**config.mk**
```make
export PLATFORM = sky130hd
export DESIGN_NAME = swervolf_sevenseg_scan
export DESIGN_NICKNAME = d
export VERILOG_FILES = /design/src/rtl/swervolf_sevenseg_pkg.sv /design/src/rtl/swervolf_sevenseg_scan_hex_decode.sv /design/src/rtl/swervolf_sevenseg_scan.sv
export SDC_FILE = /design/constraint.sdc
export NUM_CORES = 1
export LEC_CHECK = 0
export ABC_CLOCK_PERIOD_IN_PS = 2500
export CORE_ASPECT_RATIO = 0.5
export CORE_UTILIZATION = 40
export DETAILED_ROUTE_END_ITERATION = 8
export SETUP_SLACK_MARGIN = 0.4
export SLEW_MARGIN = 15
export SYNTH_ARGS = -nofsm -noshare
export SYNTH_HDL_FRONTEND = slang
export SYNTH_SLANG_ARGS = --single-unit
```
**constraint.sdc**
```tcl
create_clock -name clk -period 2.5 [get_ports clk]
set_clock_uncertainty 0.15 [all_clocks]
set_input_delay 0.375 -clock clk [delete_from_list [all_inputs] [get_ports clk]]
set_output_delay 0.375 -clock clk [all_outputs]
set_load 0.1 [all_outputs]
```
**src/rtl/swervolf_sevenseg_pkg.sv**
```systemverilog
// Shared constants for the SweRVolf seven-segment scanner.
//   NUM_DIGITS : digits on the board display
//   SEG_BLANK  : segment pattern with every segment off (active-low)
//   HEX_SEG    : hex nibble -> {g,f,e,d,c,b,a}, active-low
//   scan_state_t : per-slot phase, all anodes off (BLANK) or digit lit (DRIVE)
package swervolf_sevenseg_pkg;

   localparam int NUM_DIGITS = 8;

   localparam logic [6:0] SEG_BLANK = 7'h7F;

   localparam logic [6:0] HEX_SEG [16] = '{
      7'h40, 7'h79, 7'h24, 7'h30, 7'h19, 7'h12, 7'h02, 7'h78,
      7'h00, 7'h10, 7'h08, 7'h03, 7'h46, 7'h21, 7'h06, 7'h0E
   };

   typedef enum logic {
      ST_BLANK = 1'b0,
      ST_DRIVE = 1'b1
   } scan_state_t;

endpackage

```
**src/rtl/swervolf_sevenseg_scan_hex_decode.sv**
```systemverilog
// Combinational hex-to-seven-segment decoder.
//   i_nibble : hex digit 0..F
//   o_seg_n  : segments {g,f,e,d,c,b,a}, active-low
module sevenseg_hex_decode
   import swervolf_sevenseg_pkg::*;
(
   input  logic [3:0] i_nibble,
   output logic [6:0] o_seg_n
);

   assign o_seg_n = HEX_SEG[i_nibble];

endmodule

```
**src/rtl/swervolf_sevenseg_scan.sv**
```systemverilog
// Time-multiplexed driver for the 8-digit common-anode display.
// A write lands in a pending buffer; it is copied to the active buffer only
// at the start of digit 0's slot, so a frame never mixes old and new values.
// Each slot opens with a blanking gap (all anodes off) to suppress ghosting.
//   clk, rstn : clock, asynchronous active-low reset
//   i_we      : one-cycle strobe capturing i_data/i_dp/i_en into pending
//   i_data    : nibble k drives digit k
//   i_dp      : decimal point per digit, 1 = lit
//   i_en      : digit enable, 1 = shown
//   o_an_n    : anode selects, active-low
//   o_seg_n   : segments {g,f,e,d,c,b,a}, active-low
//   o_dp_n    : decimal point, active-low
//   o_frame   : one-cycle pulse marking the frame commit point
module swervolf_sevenseg_scan
   import swervolf_sevenseg_pkg::*;
#(
   parameter int SLOT_CYCLES  = 6250,
   parameter int BLANK_CYCLES = 64
) (
   input  logic        clk,
   input  logic        rstn,
   input  logic        i_we,
   input  logic [31:0] i_data,
   input  logic [7:0]  i_dp,
   input  logic [7:0]  i_en,
   output logic [7:0]  o_an_n,
   output logic [6:0]  o_seg_n,
   output logic        o_dp_n,
   output logic        o_frame
);

   localparam int CW = $clog2(SLOT_CYCLES);
   localparam int IW = $clog2(NUM_DIGITS);
   localparam logic [CW-1:0] COUNT_LAST = CW'(SLOT_CYCLES - 1);
   localparam logic [CW-1:0] BLANK_END  = CW'(BLANK_CYCLES);

   logic [31:0]   r_pend_data, r_act_data;
   logic [7:0]    r_pend_dp,   r_act_dp;
   logic [7:0]    r_pend_en,   r_act_en;
   logic          r_dirty;
   logic [CW-1:0] r_count;
   logic [IW-1:0] r_idx;
   scan_state_t   r_state;

   logic [CW-1:0] w_count_nxt;
   logic [IW-1:0] w_idx_nxt;
   scan_state_t   w_state_nxt;
   logic          w_commit;
   logic [3:0]    w_nibble;
   logic [6:0]    w_seg_dec;
   logic [7:0]    w_an_n;
   logic [6:0]    w_seg_n;
   logic          w_dp_n;

   // Digit index wraps 7 -> 0 through its natural 3-bit width.
   assign w_count_nxt = (r_count == COUNT_LAST) ? '0 : r_count + 1'b1;
   assign w_idx_nxt   = (r_count == COUNT_LAST) ? r_idx + 1'b1 : r_idx;
   assign w_commit    = (r_count == '0) && (r_idx == '0);
   assign w_nibble    = r_act_data[4*r_idx +: 4];

   sevenseg_hex_decode u_hex_decode (
      .i_nibble (w_nibble),
      .o_seg_n  (w_seg_dec)
   );

   // NOTE: sequential state uses non-blocking assignments so every register
   // samples pre-edge values regardless of statement order.
   always_ff @(posedge clk or negedge rstn) begin
      if (!rstn) begin
         r_count <= '0;
         r_idx   <= '0;
         r_state <= ST_BLANK;
      end else begin
         r_count <= w_count_nxt;
         r_idx   <= w_idx_nxt;
         r_state <= w_state_nxt;
      end
   end

   // State tracks the count one step ahead, so r_state always matches r_count.
   always_comb begin
      // NOTE: every combinational output gets a default first; a missing
      // branch would otherwise infer a latch.
      w_state_nxt = (w_count_nxt < BLANK_END) ? ST_BLANK : ST_DRIVE;
      w_an_n      = 8'hFF;
      w_seg_n     = SEG_BLANK;
      w_dp_n      = 1'b1;
      if (r_state == ST_DRIVE) begin
         if (r_act_en[r_idx]) begin
            w_an_n[r_idx] = 1'b0;
         end
         w_seg_n = w_seg_dec;
         w_dp_n  = ~(r_act_dp[r_idx] & r_act_en[r_idx]);
      end
   end

   // A write in the commit cycle bypasses pending straight into active, so
   // dirty never survives a commit.
   always_ff @(posedge clk or negedge rstn) begin
      if (!rstn) begin
         r_pend_data <= '0;
         r_pend_dp   <= '0;
         r_pend_en   <= '0;
         r_act_data  <= '0;
         r_act_dp    <= '0;
         r_act_en    <= '0;
         r_dirty     <= 1'b0;
      end else begin
         if (i_we) begin
            r_pend_data <= i_data;
            r_pend_dp   <= i_dp;
            r_pend_en   <= i_en;
         end
         if (w_commit) begin
            if (i_we) begin
               r_act_data <= i_data;
               r_act_dp   <= i_dp;
               r_act_en   <= i_en;
            end else if (r_dirty) begin
               r_act_data <= r_pend_data;
               r_act_dp   <= r_pend_dp;
               r_act_en   <= r_pend_en;
            end
            r_dirty <= 1'b0;
         end else if (i_we) begin
            r_dirty <= 1'b1;
         end
      end
   end

   // Registered pins: glitch-free, one cycle behind the selecting state.
   always_ff @(posedge clk or negedge rstn) begin
      if (!rstn) begin
         o_an_n  <= 8'hFF;
         o_seg_n <= SEG_BLANK;
         o_dp_n  <= 1'b1;
         o_frame <= 1'b0;
      end else begin
         o_an_n  <= w_an_n;
         o_seg_n <= w_seg_n;
         o_dp_n  <= w_dp_n;
         o_frame <= w_commit;
      end
   end

endmodule

```
After elaboration in Yosys (flattened, before gate mapping)
Memories as Yosys holds them, arrays and structs flattened. Cells that the tools add are included.

Flip-flop bits (word level): 131. Bits in latches: 0. Memory bits (writable): 0. Memory bits (read-only): 112. Input port bits: 51. Output and inout port bits: 17. Logic and storage cells: 56. Memories kept: 1.

Memories: (no name shown) (words 16, width 7, read ports 1, clocked after Yosys merged registers in 0, wr ports 0, RTL line swervolf_sevenseg_scan_hex_decode.sv:11) `assign o_seg_n = HEX_SEG[i_nibble];`.

Add/sub/neg operators: 2. $mul: 0. Divide/modulo/power cells: 0. Magnitude comparators: 4. Equality and inequality tests: 1. Shifts and indexed selects: 1. Muxes and demuxes: 22. Bitwise gates (word level): 4. Reduce and logical (&&, ||, !) cells: 7.

Operator list (number): $mux 32 (2); $mux 8 (6); $shiftx 32x6->4 (1); $mux 7 (3); $add 13x1->13 const B (1); $eq 13x13->1 const B (1); $logic_not 13->1 (1); $lt 13x7->1 const B (1); $mux 13 (1); $not 8->8 (1); $mux 1 (7); $bmux 1 s3 (2); $ge 5x5->1 const B (1); $not 4->5 (1); $lt 3x4->1 const B (1); $reduce_bool 2->1 (2); $add 3x1->3 const B (1); $demux 1 s3 (1); $ge 3x1->1 const B (1); $logic_not 3->1 (1); $logic_and 1x1->1 (2); $reduce_and 2->1 (1); $and 1x1->1 (1); $not 1->1 (1).

Depth between registers and ports, before layout
Depth in word-level cells: 7. Mapped depth: 10. Gate-level depth less buffers: 7.

Cells and area by module
From an unflattened synthesis, not the netlist that was laid out.

Cell total of the unflattened synthesis: 422. Area total of the unflattened synthesis: 5834.3 sq um.

By module, submodules not included: swervolf_sevenseg_scan (times used 1, cells an instance 387, area an instance 5586.6 sq um, seq. area each 3298.2 sq um); sevenseg_hex_decode (times used 1, cells an instance 35, area an instance 247.7 sq um, seq. area each 0.0 sq um).

Worst setup path before layout
Ideal clock, no wire load.

Path kind: register -> register. From: reg r_idx[1]. To: reg o_seg_n[3]. Library setup time: 0.097 ns. Arrival: 2.487 ns. Required time: 2.253 ns. Path slack: -0.234 ns. Cell stages (with the launch flop): 10. Path buffers: 2. Clock period less this slack: 2.734 ns. Cells stage by stage: dfrtp_1 -> buf_2 -> buf_2 -> mux4_2 -> mux2i_1 -> inv_1 -> ha_1 -> or2_2 -> a211oi_1 -> a31oi_1.

Longest elaborated chain between the ends: 6.

RTL lines: start: declaration (RTL line swervolf_sevenseg_scan.sv:42) `logic [IW-1:0] r_idx;`; start signal: assignment (RTL line swervolf_sevenseg_scan.sv:75) `r_idx <= w_idx_nxt;`; $shiftx 32x6->4 (RTL line swervolf_sevenseg_scan.sv:59) `assign w_nibble = r_act_data[4*r_idx +: 4];`; $not 4->5 (not written as such) (RTL line swervolf_sevenseg_scan_hex_decode.sv:11); $mem_v2 16x7; $mux 7 (not written as such) (2 in a row) (RTL line swervolf_sevenseg_scan_hex_decode.sv:11); $mux 7 (RTL line swervolf_sevenseg_scan.sv:88) `if (r_state == ST_DRIVE) begin`; named net w_seg_n[3] (RTL line swervolf_sevenseg_scan.sv:52) `logic [6:0] w_seg_n;`; end signal: assignment (RTL line swervolf_sevenseg_scan.sv:140) `o_seg_n <= w_seg_n;`; end: declaration (RTL line swervolf_sevenseg_scan.sv:27) `output logic [6:0] o_seg_n,`.

The timed path passes the listed nets, and every way through them passes these cells. The select of a mux whose other input is x is not followed. A chain may end at the register's enable or synchronous reset.

Worst setup path after layout
From: reg r_count[8]. To: reg r_act_en[2].

Longest elaborated chain between the ends: 3.

RTL lines: start: declaration (RTL line swervolf_sevenseg_scan.sv:41) `logic [CW-1:0] r_count;`; start signal: assignment (RTL line swervolf_sevenseg_scan.sv:74) `r_count <= w_count_nxt;`; $logic_not 13->1 (RTL line swervolf_sevenseg_scan.sv:58) `assign w_commit = (r_count == '0) && (r_idx == '0);`; $logic_and 1x1->1 (RTL line swervolf_sevenseg_scan.sv:58); named net w_commit (RTL line swervolf_sevenseg_scan.sv:48) `logic w_commit;`; $reduce_and 2->1 (no line); end signal: assignment (RTL line swervolf_sevenseg_scan.sv:118) `r_act_en <= i_en;`; end signal: assignment (RTL line swervolf_sevenseg_scan.sv:122) `r_act_en <= r_pend_en;`; end: declaration (RTL line swervolf_sevenseg_scan.sv:39) `logic [7:0] r_pend_en, r_act_en;`.

The timed path passes the listed nets, and every way through them passes these cells.

==> impl_metrics.yaml <==
synthesis:
  syn_avg_cell_area_um2: 14.2
  synth-seq-cells: 131
  synth_cell_types: 40
  synth_cells: 397
  synth_area_mm2: 0.00564
  ys.warnings.count: 0
  synth_area_leaders: "dfrtp_1 51%, mux2_2 19%, dfstp_2 7.5%, mux4_2 4.8%, ha_1 2.4%"
  ys_seq_area_share_pct: 58.4
  synth_fp_nets: 459
  synth_top_area_share_pct: 51.0
  yosysTopAreaCell: "dfrtp_1"
die:
  core-area_mm2: 0.0137
  rows: 30
  die_h_um: 86.0
  num_io_pins: 68
  dieArea_mm2: 0.0146
  start_util_pct: 41.3
  die_w_um: 170
outcome:
  status: "completed"
final_layout:
  postLayoutCoreUtil_pct: 55.9
  antenna-diode-count: 0
  final_nets: 567
  drive_gt1_share_pct: 47.7
  fill_cells: 1144
  final_common_cell: "dfrtp_1"
  final_cell_mix: "111 x dfrtp_1, 96 x mux2_2, 48 x clkdlybuf4s50_1, 45 x buf_4, 18 x clkbuf_16"
  synthToLayoutAreaGrowth_pct: 35.4
placed_design:
  gp_congestion: 0.800
  io_buffers: 67
  post-dp-hpwl_mm: 8.13
pwr:
  intPower_mw: 3.98
  combPwrFrac_pct: 8.6
  ir_drop_mv: 0.467
  cellPowerDensity_mw_per_mm2: 675
  seqPwrFrac_pct: 44.9
  clkPwrFrac_pct: 46.6
  total_leakage_power_nw: 3.27
  swShare_pct: 22.9
  p_sw_mw: 1.18
detailed_routing:
  viasPerCell: 5.08
  drt_first_pass_iters: 4
  post_drt_wl_per_cell_um: 18.0
  drt_iter0_drc: 180
  routed_wl_mm: 12.8
  vias: 3609
  antenna_left: 0
  drc: 0
timing:
  max_clock_freq_ghz: 0.437
  fin_crit_ps: 2290
  tightest_slew_ps: 489
  hold_ws_ps: 294
  hold_viol_final: 0
  drv_slew: 0
  max-slew-margin-rel_pct: 67.4
  setup_viol: 0
  rsz0062_at_grt: "yes"
  min_period_over_period_pct: 91.5
  finalSetupTns_ps: 0
clocking:
  cts_max_path_buffers: 2
  htreeDepth: 4
  cts.sinks: 131
  clk_pin_slew_ps: 60
  clkLatencyLatePin_ps: 410
  cts_root_buffer: "clkbuf_16"
  cts_made_buffers: 17
  cts_tree: "built"
worst_setup_path:
  cp_max_fo: 6
  rr_worst_depth: 7
  cp-start-kind: "flop"
  worstPathArrival_ps: 2430
  setup.worst_path.class: "reg2reg"
  critical_path_required_ps: 2640
  end_kind: "flop"
global_route:
  grt_overflow: 0
  grt_pass1_vias: 3591
  grt_max_degree: 60
  grt_first_pass_wirelength_mm: 19.8
  antenna_found_initial: 0
  grt_use_total_pct: 18.3
worst_hold_path:
  hold_class: "in2reg"
  min_path_cells: 3
flow_run:
  maxCapViolCount: 0
cell type report:
cell class,instances,area [um^2],share of cell area (%)
clock buffers,18,429,5.62
clock inverters,14,139,1.82
inverters,10,38.8,0.508
multi-input cells,233,2360,30.9
flip-flops and latches,131,3300,43.2
well taps,192,240,3.14
repair buffers,112,1130,14.8
routing by layer:
| metal | share of wire [%] | GRT usage [%] | routed length [um] | vias up |
|---|---|---|---|---|
| met3 | 3.3 | 4.89 | 422 | 11 |
| met5 | 0 | 0 | 0 | - |
| met2 | 44 | 26.6 | 5630 | 61 |
| met1 | 52 | 26.7 | 6600 | 1882 |
| met4 | 0.86 | 5.57 | 110 | 0 |
| li1 | - | - | - | 1655 |
power by group through the flow:
stage	sequential, mW	clock, mW	combinational (mW)
after floorplan	2.33	0	0.230
after global placement	2.35	0	0.406
after detailed placement	2.35	0	0.410
after CTS	2.31	2.45	0.435
after global routing	2.33	2.55	0.484
final	2.31	2.40	0.442
stage by stage:
step	setup slack, ps	instances	area, um^2	power, mW
after floorplan	211	397	5720	2.56
after global placement	23.3	651	6640	2.75
after detailed placement	96.1	651	6640	2.76
after CTS	193	701	7480	5.20
after global routing	169	710	7640	5.36
final	212	710	7640	5.15
critical path, cell delays in order (launching register included):
cell and delay [ps]:
dfrtp_1 390, or4_4 560, buf_4 170, nor3_4 170
buf_6 140, nand2_8 110, clkbuf_16 200, mux2_2 270
sequential cells by signal, summed over array words and instances, names as in the netlist:
| register | count |
|---|---|
| r_act_data | 32 |
| r_pend_data | 32 |
| r_count | 13 |
| o_an_n | 8 |
| r_act_dp | 8 |
| r_act_en | 8 |
| r_pend_dp | 8 |
| r_pend_en | 8 |
| o_seg_n | 7 |
| r_idx | 3 |
| o_dp_n | 1 |
| o_frame | 1 |
| r_dirty | 1 |
| r_state | 1 |
cell families after synthesis:
family	share of synthesized area [%]
AO/OA/AOI/OAI	2.75
XOR/XNOR	1.86
adder cells (fa/ha/maj)	2.44
buffers and inverters	2.37
flip-flops	58.4
multiplexers	25.2
AND/OR/NAND/NOR	6.92
cells in the mapped netlist (all sizes together):
cell type and count:
mux2 97, nor4 3, a21o 1, nand4 9
inv 9, a221o 1, nand2 18, o21ai 2
and3 3, mux4 12, o2111ai 2, nor3 5
a211oi 1, nor2 13, o31ai 1, and4 1
or4b 1, or2 3, dfrtp 115, a31oi 1
a21oi 5, nand3 11, clkinv 1, o211ai 4
clkbuf 12, xor2 3, o21bai 1, o221ai 2
xnor2 9, ha 11, buf 11, or4 1
nor2b 3, o311ai 1, nand2b 2, mux2i 6
dfstp 16
worst paths after layout:
path	from	to	slack, ps
worst max-delay path	r_count[8]	r_act_en[2]	210
worst min-delay path	i_we	r_dirty	290
worst max register to register	r_count[8]	r_act_en[2]	210
worst min register to register	r_act_en[2]	o_an_n[2]	300
max in group asynchronous	rstn	o_an_n[4]	1150
min in group asynchronous	rstn	r_pend_data[22]	320
what timing repair did:
action / 4_1_cts / 5_1_grt
gates resized for setup: 21 / 17
hold buffers: 1 / 0
endpoints found under the hold margin: 35 / 0
setup endpoints to repair: 56 / 59
buffers inserted: 14 / 7
pin swaps: 5 / 3
cloned: 3 / 2
(Power assumes the default switching activity.)
